File: src/rtl/calculator_core.sv
// Operand-entry and arithmetic engine for the calculator display path.
// Captures A/B from switches, then runs add/sub/mul or an iterative restoring divide.
module calculator_core #(
  parameter int WIDTH = 16
) (
  input  logic             clk,
  input  logic             rst,
  input  logic [WIDTH-1:0] sw,
  input  logic             load,
  input  logic             go,
  input  logic             clr,
  input  logic [1:0]       op,
  output logic [WIDTH-1:0] A,
  output logic [WIDTH-1:0] B,
  output logic [WIDTH-1:0] C,
  output logic             flag,
  output logic             busy,
  output logic [2:0]       state
);

  localparam int CNT_W = $clog2(WIDTH + 1);

  typedef enum logic [2:0] {
    LOAD_A = 3'd0,
    LOAD_B = 3'd1,
    READY  = 3'd2,
    EXEC   = 3'd3,
    DONE   = 3'd4
  } state_t;

  state_t           cur, nxt;
  logic [1:0]       op_r;
  logic [WIDTH-1:0] quot, rem;
  logic [CNT_W-1:0] cnt;
  logic             busy_d;
  logic             soft_rst;

  logic [WIDTH:0]   rem_shift, diff;
  logic             take;
  logic [WIDTH-1:0] quot_next, rem_next;

  // Single-cycle ops return {flag, result}; flag is carry, borrow or high-half nonzero.
  function automatic logic [WIDTH:0] alu(input logic [WIDTH-1:0] a,
                                         input logic [WIDTH-1:0] b,
                                         input logic [1:0]       sel);
    logic [WIDTH:0]     sum;
    logic [2*WIDTH-1:0] prod;
    sum  = '0;
    prod = '0;
    case (sel)
      2'b00: sum = {1'b0, a} + {1'b0, b};
      2'b01: sum = {1'b0, a} - {1'b0, b};
      2'b10: begin
        prod = {{WIDTH{1'b0}}, a} * {{WIDTH{1'b0}}, b};
        sum  = {|prod[2*WIDTH-1:WIDTH], prod[WIDTH-1:0]};
      end
      default: sum = '0;
    endcase
    return sum;
  endfunction

  assign soft_rst = rst | clr;
  assign state    = cur;

  // One restoring-division step: shift in the next dividend bit, subtract if it fits.
  always_comb begin
    rem_shift = {rem, quot[WIDTH-1]};
    diff      = rem_shift - {1'b0, B};
    take      = ~diff[WIDTH];
    rem_next  = take ? diff[WIDTH-1:0] : rem_shift[WIDTH-1:0];
    quot_next = {quot[WIDTH-2:0], take};
  end

  always_ff @(posedge clk) begin
    if (soft_rst) cur <= LOAD_A;
    else          cur <= nxt;
  end

  always_comb begin
    nxt = cur;
    case (cur)
      LOAD_A: if (load) nxt = LOAD_B;
      LOAD_B: if (load) nxt = READY;
      READY:  if (go)   nxt = EXEC;
      EXEC:   if (op_r != 2'b11 || B == '0 || cnt == CNT_W'(1)) nxt = DONE;
      DONE:   if (load) nxt = LOAD_B;
      default: nxt = LOAD_A;
    endcase
  end

  always_comb begin
    busy_d = (nxt == EXEC);
  end

  always_ff @(posedge clk) begin
    if (soft_rst) begin
      A    <= '0;
      B    <= '0;
      C    <= '0;
      flag <= 1'b0;
      busy <= 1'b0;
      op_r <= 2'b00;
      quot <= '0;
      rem  <= '0;
      cnt  <= '0;
    end else begin
      busy <= busy_d;
      case (cur)
        LOAD_A: if (load) A <= sw;
        LOAD_B: if (load) B <= sw;
        READY: if (go) begin
          op_r <= op;
          quot <= A;
          rem  <= '0;
          cnt  <= CNT_W'(WIDTH);
        end
        EXEC: begin
          if (op_r != 2'b11) begin
            {flag, C} <= alu(A, B, op_r);
          end else if (B == '0) begin
            C    <= '1;
            flag <= 1'b1;
          end else begin
            quot <= quot_next;
            rem  <= rem_next;
            cnt  <= cnt - CNT_W'(1);
            if (cnt == CNT_W'(1)) begin
              C    <= quot_next;
              flag <= 1'b0;
            end
          end
        end
        DONE: if (load) begin
          A    <= sw;
          C    <= '0;
          flag <= 1'b0;
        end
        default: ;
      endcase
    end
  end

endmodule
File: config.mk
export PLATFORM = sky130hd
export DESIGN_NAME = calculator_core
export DESIGN_NICKNAME = d
export VERILOG_FILES = /design/src/rtl/calculator_core.sv
export SDC_FILE = /design/constraint.sdc
export NUM_CORES = 1
export LEC_CHECK = 0
export BUFFER_PORTS_ARGS = -buffer_cell sky130_fd_sc_hd__buf_2
export CORE_MARGIN = 2
export CORE_UTILIZATION = 25
export CTS_CLUSTER_SIZE = 8
export DETAILED_ROUTE_END_ITERATION = 8
export PLACE_DENSITY = 0.41
export RECOVER_POWER = 25
export REMOVE_ABC_BUFFERS = 1
export SYNTH_ARGS = -nofsm -noshare
export SYNTH_HDL_FRONTEND = slang
export SYNTH_SLANG_ARGS = --single-unit
File: constraint.sdc
create_clock -name clk -period 12.47 [get_ports clk]
set_input_delay 2.494 -clock clk [delete_from_list [all_inputs] [get_ports clk]]
set_output_delay 2.494 -clock clk [all_outputs]
set_load 0.005 [all_outputs]
==> flow_metrics.py, run 1 <==
metrics = {
    "run_status": {
        "outcome": "complete, but fails checks",
        "violations": "max-capacitance violations, max-slew violations",
    },
    "placement": {
        "dp_hpwl_mm": 36.8,
        "place_area_sq_um": 15500,
        "portBuffers": 75,
        "place_congestion": 0.820,
        "pre_cts_ws_ns": 5.24,
    },
    "hold_path": {
        "hp-class": "reg2reg",
    },
    "floorplan": {
        "core_sq_um": 56600,
        "ioPinCount": 76,
        "rows": 87,
        "start_util": 0.254,
        "dieArea_sq_um": 59400,
        "die-width_um": 244,
        "die_y_um": 244,
    },
    "yosys": {
        "ys_seq_area_frac": 0.128,
        "synthMuxAreaShare": 0.0167,
        "ys_types": 73,
        "ys_seq_elements": 92,
        "syn_inst": 1756,
        "synth_area_leaders": "fa_1, dfxtp_1, ha_1",
        "synth_warnings": 0,
        "yosys.area.top_type_share": 0.273,
        "ys_async_sr_fraction": 0,
        "synth-simple-area-share": 0.201,
        "synth_edf_count": 0,
        "ys.flop_type": "dfxtp_1",
        "synth_compound_area_frac": 0.127,
        "synth_top_family_by_area": "adder cells",
        "synth-xor-area-share": 0.0391,
        "yosysTopAreaCell": "fa_1",
        "synthAdderAreaFrac": 0.395,
        "syn-cell-area_sq_um": 14400,
        "avgSynthCellArea_sq_um": 8.18,
    },
    "power": {
        "ir_worst_vdd_mv": 0.0658,
        "p_sw_uw": 242,
        "p_leak_nw": 6.74,
        "p_int_uw": 491,
        "swShare": 0.330,
        "powerDensity_nw_per_um2": 46.5,
        "seq_power_share": 0.420,
        "pwr-share-comb": 0.174,
        "power_frac_clock": 0.406,
    },
    "grt": {
        "grt_pass1_vias": 12440,
        "grt_first_pass_wirelength_mm": 74.1,
        "grtUsageTotal": 0.162,
        "antenna_found_initial": 2,
        "grt_overflow": 0,
        "grt_max_degree": 53,
    },
    "sta": {
        "setup_violations": 0,
        "fin_setup_tns_ns": 0,
        "slew_viol_final": 101,
        "min_period_ns": 7.20,
        "timing.fmax_ghz": 0.139,
        "rsz0062_at_grt": "false",
        "hold_violations": 0,
        "maxSlewHeadroom": -0.817,
        "finClkSkew_ns": 0.0219,
        "setup_slack_ns": 5.27,
        "worst_slew_pin_slew_ns": 2.73,
        "fin_crit_sh": 0.578,
    },
    "clock_tree": {
        "cts_sinks": 92,
        "cts_tree": "done",
        "post_cts_resized": 0,
        "cts_buffer_depth": 2,
        "ctsHoldBuffers": 0,
        "post_cts_buffers": 0,
        "cts-htree-levels": 3,
        "clkLatencyLatePin_ns": 0.38,
        "clk_pin_slew_ns": 0.09,
        "cts_buffers": 9,
        "root_buffer": "clkbuf_16",
    },
    "cells_and_area": {
        "nNetsFinal": 2129,
        "drive_above_1_share": 0.0699,
        "area_growth_pct": 9.64,
        "final_area_sq_um": 15700,
    },
    "route": {
        "wire_per_inst_um": 18.8,
        "vias_per_cell": 4.75,
        "num_vias": 12017,
        "drtAntennaViolNets": 0,
        "dr.pass1.iters": 5,
        "wl_mm": 47.5,
        "first_iter_violations": 637,
        "drcViolationCount": 0,
    },
    "setup_path": {
        "setup.worst_path.end_class": "flip-flop",
        "arrival_ns": 7.47,
        "critPathKind": "reg2reg",
        "path_max_fanout": 20,
        "required_ns": 12.74,
        "critPathLaunchType": "flip-flop",
        "r2r_slack_ns": 5.27,
    },
    "flow_run": {
        "max_cap_viol_count": 3,
    },
}
[power groups by stage]
stage / registers (mW) / logic, mW / clock network, mW
6_report: 0.308 / 0.128 / 0.298
5_1_grt: 0.308 / 0.141 / 0.314
4_1_cts: 0.308 / 0.128 / 0.306
3_5_place_dp: 0.315 / 0.127 / 0
3_3_place_gp: 0.314 / 0.128 / 0
2_1_floorplan: 0.310 / 0.0855 / 0
[state kept, by name, indices dropped and copies added (netlist names)]
register  count
flag          1
A            16
rem          16
op_r          2
quot         16
cnt           5
B            16
state         3
busy          1
C            16
[cells by family after synthesis]
family | after synthesis
adder cells (fa/ha/maj) | 336
AND/OR/NAND/NOR | 611
multiplexers | 24
buffers and inverters | 342
flip-flops | 92
AO/OA/AOI/OAI | 289
XOR/XNOR | 62
[metrics by stage]
stage | util | hold slack [ns] | instances | power, mW
global placement | 0.273 | 0.446 | 2515 | 0.442
detailed placement | 0.273 | 0.447 | 2515 | 0.442
CTS | 0.279 | 0.458 | 2531 | 0.741
global route | 0.278 | 0.478 | 2532 | 0.763
floorplan | - | 0.445 | 1662 | 0.396
finish | 0.278 | 0.454 | 2532 | 0.733
[layout make-up]
class	count	area, sq um
Antenna cell	1	2.50
Clock buffer	9	225
Clock inverter	7	76.3
Fill cell	6234	40900
Inverter	248	931
Multi-Input combinational cell	1322	11200
Sequential cell	92	1840
Tap cell	756	946
Timing Repair Buffer	97	520
[cells in the mapped netlist, types with 4 or more instances]
cell type,instances
nand2_1,266
inv_1,247
fa_1,196
ha_1,140
and2_1,123
a21oi_1,112
nor2_1,106
dfxtp_1,92
clkbuf_1,77
xnor2_1,49
o21ai_0,46
nor3_1,30
mux2i_1,24
nand3_1,20
o21a_1,17
a22oi_1,16
a21o_1,14
buf_2,13
xor2_1,12
nor2b_1,11
o21ai_1,11
nand4_1,10
a211oi_1,8
nand2b_1,7
o221ai_1,7
o31ai_1,7
a31oi_1,6
o22ai_1,6
o211ai_1,5
or3_1,5
and3_1,4
o21bai_1,4
or2_2,4
or4_1,4
[worst paths after layout]
check | startpoint | end | cells after the start
setup / recovery | A[6] | flag | 22
hold / removal | C[10] | C[10] | 2
setup reg to reg | A[6] | flag | 22
hold reg to reg | C[10] | C[10] | 2
[cells in the final DEF, fill, tap and decap left out, drive strengths merged, types with 4 or more instances in the layout]
cell type,count
and2,123
a31oi,6
nand2b,7
fa,196
a2111oi,5
or2,4
o21ai,58
dfxtp,92
o211ai,5
a22oi,16
a211oi,8
ha,140
a21o,15
or3,7
inv,252
clkbuf,21
o221ai,7
xnor2,50
nor2b,11
nand3,20
buf,85
o31ai,9
or4,4
nand4,10
nor3,31
nand2,266
a21oi,114
o22ai,6
o21bai,4
and3,5
o21a,18
nor2,107
mux2i,24
xor2,12
[critical path, stage by stage, from the launching register on]
cell and delay (ns):
dfxtp_1 1.15, and2_1 0.27, fa_1 0.42, inv_1 0.09
fa_1 0.44, fa_1 0.43, fa_1 0.49, inv_1 0.06
fa_1 0.52, inv_1 0.05, fa_1 0.47, inv_1 0.04
ha_1 0.34, and2_1 0.16, o2111ai_1 0.11, a21oi_1 0.25
o2111ai_1 0.22, o21ai_1 0.34, mux2i_1 0.23, nand4_1 0.12
or4_1 0.55, o31ai_1 0.23, o21ai_0 0.10
[per-layer routing]
layer / vias up / GRT usage / routed length [um]
met2: 243 / 0.262 / 21900
li1: 5659 / - / -
met1: 6061 / 0.222 / 22100
met4: 0 / 0.0466 / 1280
met3: 54 / 0.0270 / 2270
met5: - / 0 / 0
Note: power is estimated with default switching activity, not from simulation.
==> inputs of run 2 (changes only) <==
clock period = 7.2 ns   (was 12.47 ns; I/O delays follow)
==> run 2 against run 1 <==
Effect of this change:
- critical endpoint unchanged
- count of clock-buffer cells in the layout rose by 1
- clock power rose by 70%
- flip-flop and latch count did not move
- largest cell class unchanged
- the run still ends with max-capacitance violations, max-slew violations left
- via count rose by 1.3%
- global-route usage rose by 0.45 points
- maximum frequency rose by 5.5%
- critical path type unchanged
- sequential power rose by 71%
- critical path depth rose by 1
- utilization rose by 0.54 points
==> flow_metrics.py, run 2 (synthesis results as in run 1) <==
metrics = {
    "run_status": {
        "outcome": "complete, but fails checks",
        "violations": "max-capacitance violations, max-slew violations",
    },
    "setup_path": {
        "critPathLaunchType": "flip-flop",
        "required_ns": 7.47,
        "critPathKind": "reg2reg",
        "setup.worst_path.end_class": "flip-flop",
        "path_max_fanout": 9,
        "arrival_ns": 7.09,
    },
    "clock_tree": {
        "cts-htree-levels": 3,
        "cts_tree": "done",
        "root_buffer": "clkbuf_16",
        "clkLatencyLatePin_ns": 0.38,
        "cts_buffers": 9,
        "post_cts_buffers": 0,
        "ctsHoldBuffers": 0,
        "cts_sinks": 92,
        "cts_buffer_depth": 2,
        "post_cts_resized": 0,
        "clk_pin_slew_ns": 0.08,
    },
    "route": {
        "drtAntennaViolNets": 0,
        "drcViolationCount": 0,
        "dr.pass1.iters": 5,
        "vias_per_cell": 4.73,
        "wire_per_inst_um": 18.9,
        "first_iter_violations": 711,
        "wl_mm": 48.6,
        "num_vias": 12172,
    },
    "grt": {
        "grt-busiest-layer": "met2",
        "grt_overflow": 0,
        "grt_pass1_vias": 12367,
        "antenna_found_initial": 0,
        "grt_use_met1": 0.240,
        "use_met3": 0.0263,
        "grt_max_degree": 45,
        "grtUsageTotal": 0.167,
        "grt_first_pass_wirelength_mm": 75.6,
        "use_met2": 0.266,
    },
    "placement": {
        "dp_hpwl_mm": 39.6,
        "place_congestion": 0.831,
        "place_area_sq_um": 15800,
        "portBuffers": 75,
        "pre_cts_ws_ns": 0.366,
        "dp.cells": 2558,
    },
    "flow_run": {
        "max_cap_viol_count": 2,
    },
    "floorplan": {
        "ioPinCount": 76,
        "die_y_um": 244,
        "die-width_um": 244,
        "rows": 87,
        "start_util": 0.254,
        "dieArea_sq_um": 59400,
        "core_sq_um": 56600,
    },
    "power": {
        "finalPower_mw": 1.28,
        "ir_worst_vdd_mv": 0.123,
        "p_leak_nw": 6.94,
        "powerDensity_nw_per_um2": 79.5,
    },
    "cells_and_area": {
        "mostFrequentLayoutCells": "nand2_1, inv_1, fa_1, ha_1, and2_1",
        "utilization": 0.283,
        "final_common_cell": "nand2_1",
        "final_area_sq_um": 16000,
        "n_antenna_cell": 0,
        "area_growth_pct": 11.8,
        "drive_above_1_share": 0.0897,
        "nNetsFinal": 2172,
        "final_cells": 2574,
    },
    "sta": {
        "rsz0062_at_grt": "false",
        "maxSlewHeadroom": -0.407,
        "timing.fmax_ghz": 0.146,
        "fin_crit_sh": 0.949,
        "hold_violations": 0,
        "worst_hold_slack_ns": 0.454,
        "fin_setup_tns_ns": 0,
        "finClkSkew_ns": 0.0135,
        "min_period_ns": 6.83,
        "slew_viol_final": 76,
        "setup_slack_ns": 0.371,
        "worst_slew_pin_slew_ns": 2.11,
        "setup_violations": 0,
    },
    "hold_path": {
        "hp-class": "reg2reg",
    },
}
[run 2: layout make-up]
type	instances	area (sq um)
repair buffers	140	835
clock buffers	10	239
clock inverters	6	55.1
fillers	6289	40600
multi-input cells	1322	11200
flip-flops and latches	92	1840
inverters	248	931
well taps	756	946
[run 2: layer usage]
metal	wire, um	vias to the layer above	part of all wire
met2	22100	305	0.45
met4	517	0	0.011
met1	23500	6086	0.48
met5	0	-	0
met3	2550	27	0.052
li1	-	5754	-
[run 2: report_power, final]
part | switching [mW] | leakage, nW | internal (mW)
combinational | 0.147 | 6.05 | 0.0941
sequential | 0.0157 | 0.743 | 0.512
clock | 0.255 | 0.139 | 0.251
[run 2: final timing paths]
kind | start | endpoint | slack [ns] | depth (start not counted)
worst max-delay path | A[4] | flag | 0.37 | 23
worst min-delay path | C[12] | C[12] | 0.45 | 2
worst max register to register | A[4] | flag | 0.37 | 23
worst min register to register | C[12] | C[12] | 0.45 | 2
[run 2: worst max-delay path: stages, from the launching register on]
cell,delay (ns)
dfxtp_1,0.69
buf_4,0.25
and2_1,0.14
fa_1,0.41
inv_1,0.08
fa_1,0.43
fa_1,0.51
inv_1,0.04
ha_1,0.28
fa_1,0.49
inv_1,0.05
fa_1,0.49
inv_1,0.06
ha_1,0.35
a21o_1,0.21
a21oi_1,0.16
o21ai_0,0.20
o21ai_0,0.51
a21oi_1,0.20
nand3b_1,0.17
o21ai_0,0.12
or4_1,0.55
o31ai_1,0.21
o21ai_0,0.10
